===== src/rtl/fless.sv =====
// Purpose : IEEE-754 binary32 ordered less-than (flt); y=1 iff x1 < x2 as real numbers.
// Latency : 0 cycles; y is a pure combinational function of x1 and x2.
// Backpressure: none; no handshake, the result is valid whenever the operands are.
//
// Ports:
//   x1   [31:0] in  : operand A {sign, exp[7:0], man[22:0]}
//   x2   [31:0] in  : operand B, same format
//   y          out : 1 iff x1 < x2 (NaN on either side gives 0)
//   clk        in  : shared FPU-unit clock, not used by the result path
//   rstn       in  : async active-low reset, nothing to reset here
module fless (
  input  logic [31:0] x1,
  input  logic [31:0] x2,
  output logic        y,
  input  logic        clk,
  input  logic        rstn
);

  logic        s1, s2;
  logic [30:0] mag1, mag2;
  logic        nan1, nan2;
  logic        both_zero;
  logic        mag_lt, mag_gt;

  // clk/rstn exist only to keep the common FPU port list; fold them into a
  // sink so the unused inputs are visibly intentional.
  logic unused_clk_rst;
  assign unused_clk_rst = clk ^ rstn;

  assign s1   = x1[31];
  assign s2   = x2[31];
  assign mag1 = x1[30:0];
  assign mag2 = x2[30:0];

  // NaN: all-ones exponent with a non-zero mantissa.
  assign nan1 = (&x1[30:23]) && (|x1[22:0]);
  assign nan2 = (&x2[30:23]) && (|x2[22:0]);

  // +0 and -0 are equal regardless of sign.
  assign both_zero = (mag1 == 31'd0) && (mag2 == 31'd0);

  // Sign-magnitude encoding: for same-sign operands the {exp,man} field
  // orders like an unsigned integer, which also covers denormals and inf.
  assign mag_lt = (mag1 < mag2);
  assign mag_gt = (mag1 > mag2);

  always_comb begin
    y = 1'b0;
    if (!(nan1 || nan2) && !both_zero) begin
      if (s1 != s2) begin
        y = s1;
      end else if (!s1) begin
        y = mag_lt;
      end else begin
        y = mag_gt;
      end
    end
  end

endmodule


===== config.mk =====
export PLATFORM = sky130hd
export DESIGN_NAME = fless
export DESIGN_NICKNAME = d
export VERILOG_FILES = /design/src/rtl/fless.sv
export SDC_FILE = /design/constraint.sdc
export NUM_CORES = 1
export LEC_CHECK = 0
export ABC_CLOCK_PERIOD_IN_PS = 2700
export BUFFER_PORTS_ARGS = -buffer_cell sky130_fd_sc_hd__buf_2
export CORE_ASPECT_RATIO = 1.2
export CORE_MARGIN = 2
export CORE_UTILIZATION = 44
export DETAILED_ROUTE_END_ITERATION = 10
export GPL_TIMING_DRIVEN = 0
export PLACE_DENSITY = 0.84
export SLEW_MARGIN = 10
export SYNTH_ARGS = -nofsm -noshare
export SYNTH_HDL_FRONTEND = slang
export SYNTH_SLANG_ARGS = --single-unit

===== constraint.sdc =====
create_clock -name vclk -period 2.7
set_clock_uncertainty 0.1 [all_clocks]
set_input_delay 0.54 -clock vclk [all_inputs]
set_output_delay 0.54 -clock vclk [all_outputs]
set_load 0.005 [all_outputs]

==> flow_metrics.tcl, run 1 <==
set metrics [dict create \
    drtPass1Iterations 4 \
    worst_slew_margin_rel 0.775 \
    cp_cell_sequence "buf_2 -> ha_1 -> a21oi_1 -> o21a_1 -> nor2_1 -> o41ai_2 -> a21oi_1 -> a311oi_1 -> buf_2" \
    slew_viol_final 0 \
    die_h_um 55.8 \
    boundaryPins 67 \
    overflow 0 \
    power_frac_seq 0 \
    ys_warn_count 0 \
    dp.final_hpwl_um 2750 \
    comb_power_share 1.000 \
    startpoint_type "input pin" \
    synthCells 142 \
    failed_checks "negative setup slack" \
    drt.antenna.violating_nets 0 \
    hold_end "y" \
    area_growth_pct 48.0 \
    grtUsageTotal 0.228 \
    total_power_uw 202 \
    power.share.clock 0 \
    cap_violations 0 \
    hold_violations 0 \
    grt_setup_unrepaired "true" \
    route.detailed.drc 0 \
    regArea_um2 0 \
    yosysSeqAreaShare 0 \
    slowest_delay_ns 0.36 \
    worstMarginPinSlew_ns 0.334 \
    hp-class "input pin to output pin" \
    ir_drop_v 0.000106 \
    worstHoldStart "x2[31]" \
    drive_above_1_share 0.401 \
    drtIter0Drc 21 \
    ys_top_cells_by_count "ha_1, inv_1, nor4_1" \
    end_kind "output pin" \
    post_dp_cell_area_um2 1350 \
    period_needed_ns 2.92 \
    synth_area_leader_cell "ha_1" \
    p_sw_uw 105 \
    grt_max_degree 5 \
    fp-row-count 18 \
    max_freq_mhz 343 \
    die_x_um 47.1 \
    place_inst 237 \
    vias 1354 \
    power_density_nw_per_um2 139 \
    setup_violations 1 \
    grt_pass1_vias 1264 \
    ys_types 22 \
    antenna_cells 0 \
    crit_fanout 2 \
    sw_frac_of_total 0.519 \
    seq_cells 0 \
    syn_avg_cell_area_um2 6.92 \
    setup_slack_ns -0.216 \
    fin_nets 306 \
    io_buffers 65 \
    post_drt_wl_per_cell_um 13.3 \
    start_util 0.469 \
    required_ns 2.06 \
    leakage_nw 0.786 \
    hold_buffers 0 \
    hold_depth 3 \
    core_um2 2090 \
    drt-total-wl_um 3150 \
    antenna_found_initial 0 \
    slowest_stage "o41ai_2" \
    synth_nets 239 \
    yosys-top-cells-area "ha_1, inv_1, nor4_1, nand4_1, a21oi_1" \
    instances_no_fill 237 \
    die-area_um2 2630 \
    vias_per_cell 5.71 \
    period_share 1.08 \
    synthesis.area_um2 982 \
    place_congestion 0.916 \
    crit_arrival_ns 2.28 \
    outcome "finished with violations" \
    grt_pass1_wl_um 4780 \
    synth_top_area_share 0.395 \
    critical_path_class "input pin to output pin" \
    clkbuf_count 0 \
    worst_hold_slack_ns 1.29 \
    cts_setup_buffers 0 \
    internal_power_uw 97.5 \
    final_cell_area_um2 1450 \
]
==> what timing repair did <==
action | CTS | global route
endpoints found under the hold margin | 0 | 0
resized for setup | 10 | 8
setup endpoints to repair | 1 | 1
pin swaps | 3 | 0
==> cells in the final DEF, fill, tap and decap left out, types with 2 or more instances in the layout <==
master / instances
nor4_1: 14
nor2_1: 5
nand3_1: 3
ha_1: 26
inv_2: 4
ha_4: 5
o21ai_1: 2
o21ai_0: 2
a221oi_2: 2
a21oi_1: 9
a21oi_2: 2
buf_2: 65
a21o_1: 3
nand2_1: 9
nor3_1: 3
inv_1: 27
nand4_1: 13
o21a_1: 2
==> per-layer routing <==
layer / track usage / share of wire / up-vias
met5: 0 / 0 / -
met4: 0.0278 / 0.013 / 0
met1: 0.262 / 0.38 / 623
met3: 0.00325 / 0.064 / 4
met2: 0.444 / 0.55 / 56
li1: - / - / 671
==> critical path: cells and delay by family <==
family	cells	cell delay (ns)
adders and majority gates	1	0.32
buffers and inverters	2	0.29
AOI/OAI and AO/OA	5	1.07
and+or+nand+nor	1	0.05
==> metrics by stage <==
step | util | setup TNS [ns] | setup WS, ns
final | 0.694 | -0.216 | -0.216
after CTS | 0.673 | -0.138 | -0.138
after floorplan | - | 0 | 0.133
after detailed placement | 0.642 | -0.270 | -0.270
after global routing | 0.694 | -0.276 | -0.276
after global placement | 0.642 | -0.226 | -0.226
==> cells by family after synthesis <==
logic type	count (synthesis)	synth area share
compound gates	28	0.196
simple gates	52	0.290
fa+ha+maj	31	0.395
buf+inv	31	0.118
==> how the worst max path moves through the flow <==
stage | from | end | slack (ns) | cells past startpoint
finish | x1[8] | y | -0.22 | 9
global route | x1[8] | y | -0.28 | 9
CTS | x1[5] | y | -0.14 | 9
detailed placement | x2[28] | y | -0.27 | 10
global placement | x1[2] | y | -0.23 | 9
floorplan | x2[2] | y | 0.13 | 8
==> layout make-up <==
cell class	instances	area, um2
multi-input cells	111	975
inverters	31	116
repair buffers	65	325
well taps	30	37.5
fillers	191	641
==> power groups by stage <==
stage          sequential, mW  combinational [mW]  clock, mW
3_5_place_dp                0               0.177          0
3_3_place_gp                0               0.167          0
2_1_floorplan               0              0.0889          0
4_1_cts                     0               0.191          0
5_1_grt                     0               0.227          0
6_report                    0               0.202          0
Note: power is estimated with default switching activity, not from simulation.
==> run 2, diff against run 1 <==
--- a/config.mk
+++ b/config.mk
@@ -7,7 +7,6 @@
 export LEC_CHECK = 0
 export ABC_CLOCK_PERIOD_IN_PS = 2700
 export BUFFER_PORTS_ARGS = -buffer_cell sky130_fd_sc_hd__buf_2
-export CORE_ASPECT_RATIO = 1.2
 export CORE_MARGIN = 2
 export CORE_UTILIZATION = 44
 export DETAILED_ROUTE_END_ITERATION = 10
==> run 2 against run 1 <==
The run still ends with negative setup slack left. Die area barely moved. Combinational power fell by 5%. Flip-flop and latch count did not move. Total power fell by 5.9%. Clock-buffer cell count did not move. Maximum frequency rose by 0.41%. Via count fell by 7.0%. Core utilization fell by 3.7 points. Cell count fell by 0.84%. Design area fell by 2.0%.
==> flow_metrics.tcl, run 2 (synthesis gave the netlist of run 1 again) <==
set metrics [dict create \
    grt_setup_unrepaired "true" \
    worstHoldStart "x2[31]" \
    seq_cells 0 \
    grt_pass1_wl_um 4840 \
    cp_cell_sequence "buf_2 -> inv_1 -> ha_1 -> nand4_1 -> nor4_4 -> o41ai_4 -> a311oi_1 -> buf_2" \
    clkbuf_count 0 \
    crit_family "simple AND/OR/NAND/NOR gates" \
    layout_common_cells "buf_2, inv_1, ha_1, nor4_1, nand4_1" \
    drtPass1Iterations 4 \
    slowest_stage "nor4_4" \
    slew_viol_final 0 \
    final_common_cell "buf_2" \
    cap_violations 0 \
    dp.final_hpwl_um 2550 \
    final_util 0.657 \
    boundaryPins 67 \
    drt-total-wl_um 2870 \
    worst_slew_margin_rel 0.730 \
    startpoint_type "input pin" \
    worstMarginPinSlew_ns 0.401 \
    power_density_nw_per_um2 134 \
    start_util 0.453 \
    setup_violations 1 \
    fp-row-count 17 \
    slowest_delay_ns 0.44 \
    setup_slack_ns -0.204 \
    crit_arrival_ns 2.26 \
    period_needed_ns 2.90 \
    leakage_nw 0.793 \
    place_congestion 0.848 \
    core_um2 2170 \
    grt_pass1_vias 1195 \
    hold_end "y" \
    hold_depth 3 \
    antenna_found_initial 0 \
    drive_above_1_share 0.362 \
    grtUsageTotal 0.231 \
    period_share 1.08 \
    hp-class "input pin to output pin" \
    required_ns 2.06 \
    ir_drop_v 0.0000788 \
    die_h_um 51.2 \
    fin_nets 306 \
    area_growth_pct 45.1 \
    route.detailed.drc 0 \
    drt.antenna.violating_nets 0 \
    hold_violations 0 \
    die-area_um2 2630 \
    crit_buf_inv 3 \
    end_kind "output pin" \
    antenna_cells 0 \
    cts_setup_buffers 0 \
    failed_checks "negative setup slack" \
    vias_per_cell 5.36 \
    drtIter0Drc 20 \
    post_drt_wl_per_cell_um 12.2 \
    cpMostUsedCell "buf_2" \
    critical_path_class "input pin to output pin" \
    outcome "finished with violations" \
    instances_no_fill 235 \
    overflow 0 \
    die_x_um 51.2 \
    max_freq_mhz 344 \
    vias 1259 \
    regArea_um2 0 \
    grt_max_degree 5 \
    place_inst 235 \
    io_buffers 65 \
    crit_fanout 3 \
]
## run 2: final cells by class
class              count  area, um2
fillers              200        744
repair buffers        65        332
inverters             31        116
multi-input cells    111        942
well taps             28       35.0
## run 2: power breakdown
part	internal [mW]	switching (mW)
logic	0.0928	0.0978
clock network	0	0
registers	0	0
## run 2: stage by stage
step	setup TNS, ns	worst slack, ns	hold WS (ns)	power [mW]	cell area (um2)
6_report	-0.204	-0.204	1.27	0.191	1430
5_1_grt	-0.283	-0.283	1.28	0.218	1430
4_1_cts	-0.160	-0.160	1.27	0.187	1410
3_5_place_dp	-0.252	-0.252	1.27	0.174	1340
3_3_place_gp	-0.200	-0.200	1.26	0.170	1340
2_1_floorplan	0	0.133	1.06	0.0889	982
## run 2: worst min-delay path: cells and delay by family
kind	cells	cell delay, ns
buffers and inverters	2	0.22
AO/OA/AOI/OAI	1	0.08
## run 2: routing by layer
metal | wire length (um) | GRT usage | vias to the layer above
li1 | - | - | 670
met1 | 1270 | 0.289 | 559
met2 | 1460 | 0.442 | 28
met3 | 106 | 0.00585 | 2
met4 | 23 | 0.0351 | 0
met5 | 0 | 0 | -
## run 2: worst max-delay path by stage
stage                     startpoint  endpoint  slack (ns)  cells past startpoint
after global placement        x2[25]         y       -0.20                      8
final                         x2[26]         y       -0.20                      8
after detailed placement      x2[25]         y       -0.25                      8
after CTS                      x2[5]         y       -0.16                     10
after floorplan                x2[2]         y        0.13                      8
after global routing           x2[5]         y       -0.28                     10
## run 2: timing repair
item                                    4_1_cts  5_1_grt
cloned                                        0        0
pin swaps                                     1        3
endpoints found under the setup margin        1        1
resized for setup                             9        2
endpoints found under the hold margin         0        0
hold buffers                                  0        0
